<file path="src/rtl/fft_bfly_sched.sv">
// Butterfly sequencer for an in-place radix-2 DIT FFT: walks stages/butterflies,
// issues operand/twiddle reads, drives the add/sub unit and the write-back strobes.
//
// state | meaning
// IDLE  | waiting for start
// READ  | operand (and non-trivial twiddle) read issued
// MUL   | waiting CM_LAT cycles for the complex multiplier
// EXEC  | butterfly add/sub enabled
// WB0   | write X0 back to address a
// WB1   | write X1 back to address b, then advance
// DONE  | one-cycle completion pulse
module fft_bfly_sched #(
  parameter int LOGN   = 4,
  parameter int CM_LAT = 2
) (
  input  logic            clk,
  input  logic            reset,
  input  logic            start,
  input  logic            abort,
  output logic            busy,
  output logic            done,
  output logic [LOGN-1:0] stage,
  output logic            rd_en,
  output logic [LOGN-1:0] rd_addr_a,
  output logic [LOGN-1:0] rd_addr_b,
  output logic            tw_en,
  output logic [LOGN-2:0] tw_addr,
  output logic            bf_en,
  output logic            bf_sel,
  output logic            wr_en,
  output logic [LOGN-1:0] wr_addr
);

  localparam int KW = LOGN - 1;

  localparam logic [2:0] S_IDLE = 3'd0;
  localparam logic [2:0] S_READ = 3'd1;
  localparam logic [2:0] S_MUL  = 3'd2;
  localparam logic [2:0] S_EXEC = 3'd3;
  localparam logic [2:0] S_WB0  = 3'd4;
  localparam logic [2:0] S_WB1  = 3'd5;
  localparam logic [2:0] S_DONE = 3'd6;

  logic [2:0]      state_q, state_d;
  logic [LOGN-1:0] stage_q, stage_d;
  logic [KW-1:0]   k_q, k_d;
  logic [2:0]      cnt_q, cnt_d;
  logic [KW-1:0]   tw_q, tw_d;
  logic [LOGN-1:0] a_d, b_d;
  logic            last_bfly;

  function automatic logic [LOGN-1:0] bfly_a(input logic [LOGN-1:0] s, input logic [KW-1:0] k);
    logic [LOGN-1:0] kk;
    logic [LOGN-1:0] mask;
    kk   = {1'b0, k};
    mask = (LOGN'(1) << s) - LOGN'(1);
    return ((kk >> s) << (s + LOGN'(1))) | (kk & mask);
  endfunction

  function automatic logic [KW-1:0] bfly_tw(input logic [LOGN-1:0] s, input logic [KW-1:0] k);
    logic [KW-1:0] mask;
    mask = (KW'(1) << s) - KW'(1);
    return (k & mask) << (LOGN'(KW) - s);
  endfunction

  assign tw_q      = bfly_tw(stage_q, k_q);
  assign tw_d      = bfly_tw(stage_d, k_d);
  assign a_d       = bfly_a(stage_d, k_d);
  assign b_d       = a_d + (LOGN'(1) << stage_d);
  assign last_bfly = (stage_q == LOGN'(LOGN - 1)) && (&k_q);

  always_comb begin
    state_d = state_q;
    stage_d = stage_q;
    k_d     = k_q;
    cnt_d   = cnt_q;
    case (state_q)
      S_IDLE: begin
        if (start) begin
          state_d = S_READ;
          stage_d = '0;
          k_d     = '0;
        end
      end
      S_READ: begin
        if (tw_q != '0) begin
          state_d = S_MUL;
          cnt_d   = 3'(CM_LAT - 1);
        end else begin
          state_d = S_EXEC;
        end
      end
      S_MUL: begin
        if (cnt_q == 3'd0) state_d = S_EXEC;
        else               cnt_d   = cnt_q - 3'd1;
      end
      S_EXEC: state_d = S_WB0;
      S_WB0:  state_d = S_WB1;
      S_WB1: begin
        if (last_bfly) begin
          state_d = S_DONE;
          stage_d = '0;
          k_d     = '0;
        end else begin
          state_d = S_READ;
          if (&k_q) begin
            stage_d = stage_q + LOGN'(1);
            k_d     = '0;
          end else begin
            k_d = k_q + KW'(1);
          end
        end
      end
      S_DONE:  state_d = S_IDLE;
      default: state_d = S_IDLE;
    endcase
    // abort overrides everything except an accepting IDLE
    if (abort && (state_q != S_IDLE)) begin
      state_d = S_IDLE;
      stage_d = '0;
      k_d     = '0;
      cnt_d   = '0;
    end
  end

  always_ff @(posedge clk or negedge reset) begin
    if (!reset) begin
      state_q <= S_IDLE;
      stage_q <= '0;
      k_q     <= '0;
      cnt_q   <= '0;
    end else begin
      state_q <= state_d;
      stage_q <= stage_d;
      k_q     <= k_d;
      cnt_q   <= cnt_d;
    end
  end

  // outputs are registered from the next-state decode so they line up with state_q
  always_ff @(posedge clk or negedge reset) begin
    if (!reset) begin
      busy      <= 1'b0;
      done      <= 1'b0;
      stage     <= '0;
      rd_en     <= 1'b0;
      rd_addr_a <= '0;
      rd_addr_b <= '0;
      tw_en     <= 1'b0;
      tw_addr   <= '0;
      bf_en     <= 1'b0;
      bf_sel    <= 1'b0;
      wr_en     <= 1'b0;
      wr_addr   <= '0;
    end else begin
      busy      <= (state_d != S_IDLE) && (state_d != S_DONE);
      done      <= (state_d == S_DONE);
      stage     <= stage_d;
      rd_en     <= (state_d == S_READ);
      rd_addr_a <= (state_d == S_READ) ? a_d : '0;
      rd_addr_b <= (state_d == S_READ) ? b_d : '0;
      tw_en     <= (state_d == S_READ) && (tw_d != '0);
      tw_addr   <= (state_d == S_READ) ? tw_d : '0;
      bf_en     <= (state_d == S_EXEC);
      bf_sel    <= (state_d == S_EXEC) && (tw_d == '0);
      wr_en     <= (state_d == S_WB0) || (state_d == S_WB1);
      wr_addr   <= (state_d == S_WB0) ? a_d :
                   (state_d == S_WB1) ? b_d : '0;
    end
  end

endmodule

</file>
<file path="config.mk">
export PLATFORM = sky130hd
export DESIGN_NAME = fft_bfly_sched
export DESIGN_NICKNAME = d
export VERILOG_FILES = /design/src/rtl/fft_bfly_sched.sv
export SDC_FILE = /design/constraint.sdc
export NUM_CORES = 1
export LEC_CHECK = 0
export BUFFER_PORTS_ARGS = -buffer_cell sky130_fd_sc_hd__buf_2
export CORE_MARGIN = 4
export CORE_UTILIZATION = 45
export DETAILED_ROUTE_END_ITERATION = 6
export HOLD_SLACK_MARGIN = 0.02
export PLACE_DENSITY_LB_ADDON = 0.1
export SLEW_MARGIN = 40
export SYNTH_ARGS = -nofsm -noshare
export SYNTH_HDL_FRONTEND = slang
export SYNTH_SLANG_ARGS = --single-unit
</file>
<file path="constraint.sdc">
create_clock -name clk -period 12.7 [get_ports clk]
set_input_delay 1.905 -clock clk [delete_from_list [all_inputs] [get_ports clk]]
set_output_delay 1.905 -clock clk [all_outputs]
set_load 0.02 [all_outputs]
</file>
==> results.toml <==
[clock_tree]
clk_latency_ns = 0.29
ctsHoldBuffers = 0
cts_root_buffer = "clkbuf_8"
cts_num_sinks = 35
cts_buffers = 5
cts_tree = "built"
ctsResizeCount = 0
clock_path_buffers = 2
post_cts_buffers = 0
clkSlewWorstSetupHoldPaths_ns = 0.07
htreeDepth = 2

[floorplanning]
fp.coreArea_um2 = 4786
rows = 25
die_area_um2 = 6169
die_h_um = 78.55
die_w_um = 78.55
start_util_pct = 46.80
ioPinCount = 30

[pwr]
power.share.switching_pct = 42.12
p_per_area_nw_per_um2 = 177.0
seqPwrFrac_pct = 34.0
p_switching_mw = 0.1901
clockPowerShare_pct = 22.2
p_int_mw = 0.2613
total_power_mw = 0.4514
p_leak_nw = 1.223
pwr-share-comb_pct = 43.8
ir_drop_mv = 0.07425

[drt]
wl_per_cell_um = 14.77
drc_errors = 0
drt_iter0_drc = 98
ant_nets = 0
wl_um = 5094
first_pass_iters = 4
vias = 1913
avgViaCountPerCell = 5.545

[cells_and_area]
final_nets = 295
fillers = 473
area_growth_pct = 13.85
drive_above_1_share_pct = 20.14
diodes = 0

[setup_path]
start_kind = "primary input"
path_cells = "buf_2 > or4b_4 > mux2_4 > a21oi_4 > o22ai_4 > nor3_1 > inv_1 > ha_1 > nor2_1 > a21oi_1 > inv_1 > ha_1 > a21o_1 > a21oi_1 > xor2_1 > xnor2_1 > nor2_1"
crit_cells = 17
critPathSlowestCell = "or4b_4"
cpLargestDelayFamily = "compound AO/OA/AOI/OAI gates"
reg2regPathDepth = 18
worstSetupPathType = "in -> reg"
worst-path-buf-inv = 3
cp.arrival_ns = 5.56
endpoint_kind = "register"
required_ns = 12.87
slowest_delay_ns = 0.51
worst-path-max-fanout = 9

[yosys]
synth_fp_nets = 267
seq_area_frac_synth_pct = 39.11
synth_compound_area_share_pct = 19.72
synthXorXnorAreaFrac_pct = 1.955
synth-main-ff-cell = "dfrtp_1"
synth_area_um2 = 2240
synthSimpleGateAreaFrac_pct = 25.08
yosys.area_share.adder_pct = 8.156
synth_seq_cells = 35
avgSynthCellArea_um2 = 8.995
synth_async_sr_flop_share_pct = 100.0
synth_cell_types = 56
ys_warn_count = 0
synthCells = 249
synth_edf_count = 0
synthMuxAreaShare_pct = 1.117
synth_top_family_by_area = "simple AND/OR/NAND/NOR gates"

[global_routing]
globalRouteOverflowTotal = 0
antenna_found_initial = 0
grt_usage_pct = 18.57
grt_pass1_wl_um = 8963
grt_pass1_vias = 1832
grt_max_degree = 36

[placed_design]
place.detailed.hpwl_um = 3755
gp_congestion = 0.8578
portBuffers = 29

[timing]
setup_viol = 0
min_period_ns = 5.388
fmaxAchievable_mhz = 185.6
drv_slew = 0
finalHoldViolations = 0
grt_setup_unrepaired = "false"
tns_ns = 0
fin_worst_skew_ns = 0.004976
max_slew_margin_pct = 55.93
tightest_slew_ns = 0.6541
timing.final.crit_share_pct = 42.42

[worst_hold_path]
hp-class = "reg -> reg"
holdPathStages = 2

[run]
cap_violations = 0

[outcome]
outcome = "finished, final reports clean"
-- power by group through the flow --
stage | Combinational, mW | Sequential, mW | Clock, mW
after detailed placement | 0.197 | 0.156 | 0
after global placement | 0.196 | 0.156 | 0
after global routing | 0.226 | 0.158 | 0.108
after CTS | 0.197 | 0.154 | 0.102
after floorplan | 0.155 | 0.150 | 0
final | 0.198 | 0.154 | 0.100
-- Yosys cell counts (all sizes together), types with 3 or more instances --
master	n	share of area, %
a21oi	19	4.7
o21ai	9	2.2
a31oi	4	1.1
nand2	23	3.9
or3	5	1.4
a211oi	5	1.7
and2	4	1.1
nor2	23	3.9
nand3b	3	1.0
xnor2	3	1.2
nand3	6	1.3
nand2b	7	2.0
dfrtp	35	39
and3	4	1.1
inv	19	3.2
or2	7	2.0
clkbuf	6	1.0
or4	4	1.3
a21boi	3	1.2
ha	13	7.3
nor3	11	2.9
-- metal layers --
| metal | GRT usage [%] | up-vias | share of wire (%) |
|---|---|---|---|
| met5 | 0 | - | 0 |
| met4 | 7.343 | 0 | 1.6 |
| met3 | 4.243 | 7 | 5.5 |
| met2 | 28.10 | 53 | 45 |
| met1 | 25.64 | 901 | 48 |
| li1 | - | 952 | - |
-- through the flow --
stage | worst slack [ns] | instances | hold slack [ns] | util [%] | instance area [µm²]
finish | 7.312 | 345 | 0.5290 | 53.28 | 2550
global placement | 7.125 | 337 | 0.5128 | 50.80 | 2431
global route | 7.068 | 345 | 0.5700 | 53.28 | 2550
detailed placement | 7.037 | 337 | 0.5271 | 50.88 | 2435
CTS | 7.330 | 345 | 0.5378 | 53.23 | 2547
floorplan | 7.520 | 249 | 0.4970 | - | 2240
-- worst register-to-register path, cell delays in order, from the launching register on --
cell,delay [ns]
dfrtp_1,0.47
ha_1,0.26
ha_1,0.26
and4_1,0.23
or2_2,0.28
a221oi_2,0.44
o22ai_4,0.18
nor3_1,0.28
inv_1,0.13
ha_1,0.30
nor2_1,0.07
a21oi_1,0.37
inv_1,0.09
ha_1,0.29
a21o_1,0.18
a21oi_1,0.17
xor2_1,0.30
xnor2_1,0.16
nor2_1,0.05
-- path summary, 6_finish.rpt --
check | from | end | slack, ns
max in group asynchronous | reset | k_q[1]$_DFF_PN0_ | 10.84
hold reg to reg | cnt_q[2]$_DFFE_PN0P_ | cnt_q[2]$_DFFE_PN0P_ | 0.53
hold / removal | cnt_q[2]$_DFFE_PN0P_ | cnt_q[2]$_DFFE_PN0P_ | 0.53
setup / recovery | start | rd_addr_b[3]$_DFF_PN0_ | 7.31
setup reg to reg | k_q[0]$_DFF_PN0_ | rd_addr_b[3]$_DFF_PN0_ | 8.09
min in group asynchronous | reset | cnt_q[2]$_DFFE_PN0P_ | 1.54
-- registers in the layout, indices dropped and copies added (netlist names) --
register   cells
bf_en          1
bf_sel         1
busy           1
cnt_q          3
done           1
k_q            3
rd_addr_a      4
rd_addr_b      4
rd_en          1
stage          4
state_q        3
tw_addr        3
tw_en          1
wr_addr        4
wr_en          1
-- layout by cell type, fill, tap and decap left out, drive strengths merged, types with 4 or more instances in the layout --
cell type and instances:
inv 19, or4 4, or3 5, dfrtp 35
nor3 11, nand2 23, clkbuf 5, and2 4
o21ai 9, ha 13, a21oi 19, buf 29
a31oi 4, and3 4, a211oi 5, nor2 23
nand3 6, nand2b 7, or2 7
-- layout make-up --
class | count | area (µm²) | share of cell area [%]
clock buffers | 5 | 68.82 | 2.699
clock inverters | 3 | 43.79 | 1.717
inverters | 19 | 71.32 | 2.797
multi-input cells | 187 | 1259 | 49.36
flip-flops and latches | 35 | 875.8 | 34.35
well taps | 67 | 83.83 | 3.288
repair buffers | 29 | 147.6 | 5.790
-- cell families after synthesis --
logic type | count (synthesis)
xor+xnor | 5
simple gates | 105
fa+ha+maj | 14
compound gates | 61
buf+inv | 27
flops | 35
mux | 2
Power figures use the tool's default switching activity.
